===== config.mk =====
export PLATFORM = sky130hd
export DESIGN_NAME = li_expander
export DESIGN_NICKNAME = d
export VERILOG_FILES = /design/src/rtl/rv32_pkg.sv /design/src/rtl/li_split.sv /design/src/rtl/li_expander.sv
export SDC_FILE = /design/constraint.sdc
export NUM_CORES = 1
export LEC_CHECK = 0
export BUFFER_PORTS_ARGS = -buffer_cell sky130_fd_sc_hd__buf_2
export CAP_MARGIN = 20
export CORE_UTILIZATION = 52
export DETAILED_ROUTE_END_ITERATION = 8
export PLACE_DENSITY = 0.86
export SYNTH_ARGS = -nofsm -noshare
export SYNTH_HDL_FRONTEND = slang
export SYNTH_SLANG_ARGS = --single-unit

===== constraint.sdc =====
create_clock -name clk -period 4.5 [get_ports clk]
set_input_delay 0.675 -clock clk [delete_from_list [all_inputs] [get_ports clk]]
set_output_delay 0.675 -clock clk [all_outputs]
set_load 0.01 [all_outputs]

===== src/rtl/rv32_pkg.sv =====
// Shared RV32I encoding constants and the load-immediate expander state type.
// Helper encoders keep the field order for U-type and I-type words in one place.
package rv32_pkg;

    localparam logic [6:0] OP_LUI  = 7'b0110111;
    localparam logic [6:0] OP_IMM  = 7'b0010011;
    localparam logic [2:0] F3_ADDI = 3'b000;

    typedef enum logic [1:0] {
        ST_IDLE        = 2'd0,
        ST_EMIT_FIRST  = 2'd1,
        ST_EMIT_SECOND = 2'd2
    } li_state_t;

    function automatic logic [31:0] enc_lui(
        input logic [19:0] imm,
        input logic [4:0]  rd
    );
        return {imm, rd, OP_LUI};
    endfunction

    function automatic logic [31:0] enc_addi(
        input logic [11:0] imm,
        input logic [4:0]  rs1,
        input logic [4:0]  rd
    );
        return {imm, rs1, F3_ADDI, rd, OP_IMM};
    endfunction

endpackage


===== src/rtl/li_split.sv =====
// Splits a 32-bit constant into the LUI upper immediate and ADDI low immediate.
// The upper half is pre-rounded so that a sign-extended lo12 lands on the value.
module li_split (
    input  logic [31:0] i_value,
    output logic [19:0] o_hi20,
    output logic [11:0] o_lo12,
    output logic        o_fits12,
    output logic        o_lo_zero
);

    logic [20:0] w_top;

    assign w_top = i_value[31:11];

    // Adding 0x800 only carries into bit 12 when bit 11 is set.
    assign o_hi20    = i_value[31:12] + {19'd0, i_value[11]};
    assign o_lo12    = i_value[11:0];
    assign o_fits12  = (&w_top) | ~(|w_top);
    assign o_lo_zero = ~(|i_value[11:0]);

endmodule


===== src/rtl/li_expander.sv =====
// Load-immediate expander: turns a 32-bit constant into ADDI, LUI or LUI+ADDI.
// Output word, last flag and valid are registered; in_ready decodes the state.
module li_expander
    import rv32_pkg::*;
(
    input  logic        clk,
    input  logic        rst,
    input  logic        in_valid,
    output logic        in_ready,
    input  logic [31:0] in_value,
    input  logic [4:0]  in_rd,
    output logic        out_valid,
    input  logic        out_ready,
    output logic [31:0] out_word,
    output logic        out_last,
    output logic [15:0] emitted_cnt
);

    li_state_t   r_state;
    logic [11:0] r_lo12;
    logic [4:0]  r_rd;
    logic        r_two;
    logic        r_out_valid;
    logic [31:0] r_out_word;
    logic        r_out_last;
    logic [15:0] r_cnt;

    logic [19:0] w_hi20;
    logic [11:0] w_lo12;
    logic        w_fits12;
    logic        w_lo_zero;
    logic        w_single;
    logic [31:0] w_first;
    logic        w_accept;
    logic        w_xfer;

    li_split u_split (
        .i_value   (in_value),
        .o_hi20    (w_hi20),
        .o_lo12    (w_lo12),
        .o_fits12  (w_fits12),
        .o_lo_zero (w_lo_zero)
    );

    assign w_single = w_fits12 | w_lo_zero;
    assign w_first  = w_fits12 ? enc_addi(w_lo12, 5'd0, in_rd)
                               : enc_lui(w_hi20, in_rd);

    assign in_ready = (r_state == ST_IDLE) && !rst;
    assign w_accept = in_valid && in_ready;
    assign w_xfer   = r_out_valid && out_ready;

    always_ff @(posedge clk or posedge rst) begin
        if (rst) begin
            r_state     <= ST_IDLE;
            r_lo12      <= 12'd0;
            r_rd        <= 5'd0;
            r_two       <= 1'b0;
            r_out_valid <= 1'b0;
            r_out_word  <= 32'd0;
            r_out_last  <= 1'b0;
            r_cnt       <= 16'd0;
        end else begin
            if (w_xfer) begin
                r_cnt <= r_cnt + 16'd1;
            end
            case (r_state)
                ST_IDLE: begin
                    if (w_accept) begin
                        r_lo12      <= w_lo12;
                        r_rd        <= in_rd;
                        r_two       <= ~w_single;
                        r_out_valid <= 1'b1;
                        r_out_word  <= w_first;
                        r_out_last  <= w_single;
                        r_state     <= ST_EMIT_FIRST;
                    end
                end
                ST_EMIT_FIRST: begin
                    if (out_ready) begin
                        if (r_two) begin
                            r_out_word <= enc_addi(r_lo12, r_rd, r_rd);
                            r_out_last <= 1'b1;
                            r_state    <= ST_EMIT_SECOND;
                        end else begin
                            r_out_valid <= 1'b0;
                            r_state     <= ST_IDLE;
                        end
                    end
                end
                ST_EMIT_SECOND: begin
                    if (out_ready) begin
                        r_out_valid <= 1'b0;
                        r_state     <= ST_IDLE;
                    end
                end
                default: begin
                    r_out_valid <= 1'b0;
                    r_state     <= ST_IDLE;
                end
            endcase
        end
    end

    assign out_valid   = r_out_valid;
    assign out_word    = r_out_word;
    assign out_last    = r_out_last;
    assign emitted_cnt = r_cnt;

endmodule


==> results.yml <==
clocking:
  numClockSinks: 65
  h-tree-depth: 3
  clk_latency_ns: 0.34
  clkTransAtPathRegs_ns: 0.07
  cts_tree: "done"
  cts_resized: 0
  post_cts_buffers: 0
  hold_buffers: 0
  cts_made_buffers: 9
  cts-root-buf: "clkbuf_8"
  clockBufferDepth: 2
pwr:
  leakage_nw: 1.887
  vdd_drop_max_mv: 0.2930
  p_per_area_mw_per_mm2: 506.4
flow_run:
  maxCapViolCount: 0
finish:
  final_core_util_pct: 64.76
  n_antenna_cell: 0
  layout.nets: 493
  area_growth_pct: 17.84
  drive_above_1_share_pct: 25.50
  fill_cells: 547
global_routing:
  globalRouteOverflowTotal: 0
  grt_pass1_vias: 2956
  antenna_found_initial: 0
  grt_max_degree: 53
  grt_pass1_wl_um: 13630
  grtUsageTotal_pct: 27.26
die:
  rows: 28
  core_mm2: 0.006061
  pin_count: 92
  die_y_um: 82.03
  start_util_pct: 54.95
  die_w_um: 82.03
  dieArea_mm2: 0.006729
setup_path:
  reg2reg_slack_ns: 2.39
  cp-end-kind: "flop"
  worstSetupPathType: "input port to flop"
  critPathRequiredTime_ns: 4.73
  critPathMaxFanout: 12
  cp-start-kind: "input port"
  cp.arrival_ns: 2.39
timing:
  setup_tns_ns: 0
  skew_ns: 0.004058
  fin_crit_ns: 2.155
  setup_viol: 0
  relSlewSlack_pct: 29.57
  worst_slew_pin_slew_ns: 1.054
  max_freq_mhz: 464.1
  drv_slew: 0
  post-route-period-util_pct: 47.89
  finalHoldViolCount: 0
  grt_setup_unrepaired: "false"
route:
  drt_iter0_markers: 181
  dr.pass1.iters: 4
  wire_per_inst_um: 15.54
  viasPerCell: 5.728
  drc: 0
  final_antenna_net_count: 0
  vias: 3013
  finalWirelength_um: 8174
synthesis:
  synth_cells: 367
  synth_cell_type_count: 46
  async_reset_ff_share_pct: 100.0
  synth-seq-cells: 65
  synth_ff_type: "dfrtp_1"
  synth_warnings: 0
  synth_top_area_share_pct: 48.84
  synthesis.area_mm2: 0.003331
  netlist_top_cells_area: "dfrtp_1, nand2_1, xnor2_1"
  yosysTopAreaCell: "dfrtp_1"
  synth-edff-count: 0
  avgSynthCellArea_um2: 9.075
  synth_seq_area_share_pct: 48.84
placement:
  place_congestion: 0.9189
  io_buffers: 89
  post-dp-hpwl_um: 5883
min_path:
  hold_class: "input port to asynchronous set/reset pin"
run_status:
  status: "finished, final reports clean"
stage by stage:
stage / setup WS (ns) / hold WS, ns / instances / instance area [um^2] / total power, mW
after floorplan: 2.199 / 0.4374 / 368 / 3334 / 1.310
after global placement: 2.113 / 0.4511 / 512 / 3775 / 1.563
after detailed placement: 1.958 / 0.4541 / 512 / 3775 / 1.592
after CTS: 2.342 / 0.2867 / 526 / 3925 / 1.998
after global routing: 2.233 / 0.3037 / 526 / 3925 / 2.136
final: 2.345 / 0.2964 / 526 / 3925 / 1.988
area by class of cell:
class                   count  area (um^2)  area share [%]
clock buffers              10        127.6           3.252
clock inverters             4        22.52          0.5738
inverters                   4        15.01          0.3825
multi-input cells         277         1579           40.23
flip-flops and latches     65         1627           41.44
well taps                  75        93.84           2.391
repair buffers             91        460.4           11.73
synth_stat cells (4+ instances only):
master / count
xor2_1: 7
inv_1: 4
nand3_1: 21
o21ai_0: 15
nand4_1: 11
nand2_1: 87
xnor2_1: 25
a31oi_1: 11
nor2_1: 25
nor4_1: 7
and3_1: 7
dfrtp_1: 65
clkbuf_1: 14
a21oi_1: 14
ha_1: 4
or3_1: 5
buf_4: 5
placed cells by master (no fill, tap or decap), types with 7 or more instances in the layout:
cell,n
nor4_1,7
dfrtp_1,65
buf_2,89
clkbuf_8,9
nand2_1,87
a21oi_1,13
and3_1,7
xor2_1,7
nand4_1,11
a31oi_1,11
nand3_1,21
nor2_1,25
xnor2_1,25
o21ai_0,15
path summary, 6_finish.rpt:
check | start | endpoint | cells after the start
hold reg to reg | r_lo12[8] | r_lo12[8] | 2
min in group clk | r_lo12[8] | r_lo12[8] | 2
setup reg to reg | r_state[1] | out_last | 4
max in group asynchronous | rst | out_word[25] | 3
hold / removal | rst | emitted_cnt[4] | 2
setup / recovery | in_value[11] | out_word[14] | 7
power by group:
part / internal, mW / total (mW) / switching, mW
clock: 0.191 / 0.407 / 0.216
sequential: 0.793 / 0.931 / 0.138
combinational: 0.270 / 0.650 / 0.379
total: 1.25 / 1.99 / 0.734
state kept, by name (all words and copies together) (netlist names):
| register | flops |
|---|---|
| emitted_cnt | 16 |
| out_last | 1 |
| out_valid | 1 |
| out_word | 27 |
| r_lo12 | 12 |
| r_rd | 5 |
| r_state | 2 |
| r_two | 1 |
layer usage:
metal  vias to the layer above  GRT usage [%]  part of all wire, %  routed length (um)
met3                        12          5.222                  7.0                 572
met5                         -              0                    0                   0
met1                      1451          34.19                   44                3630
met2                       132          45.12                   47                3844
li1                       1418              -                    -                   -
met4                         0          12.81                  1.5                 126
logic make-up after synthesis:
| family | count (synthesis) | synth area share [%] |
|---|---|---|
| other | 1 | 0.1126 |
| DFF | 65 | 48.84 |
| and+or+nand+nor | 181 | 25.58 |
| xor gates and xnor gates | 32 | 8.415 |
| buffers and inverters | 26 | 3.982 |
| muxes | 3 | 0.9391 |
| adders and majority gates | 4 | 1.503 |
| AOI/OAI and AO/OA | 55 | 10.63 |
critical path, cell delays in order:
cell     delay (ns)
buf_2          0.13
ha_1           0.25
and4_4         0.22
and3_4         0.20
a31oi_4        0.40
nand2_1        0.18
o31ai_1        0.33
(Power assumes the default switching activity.)
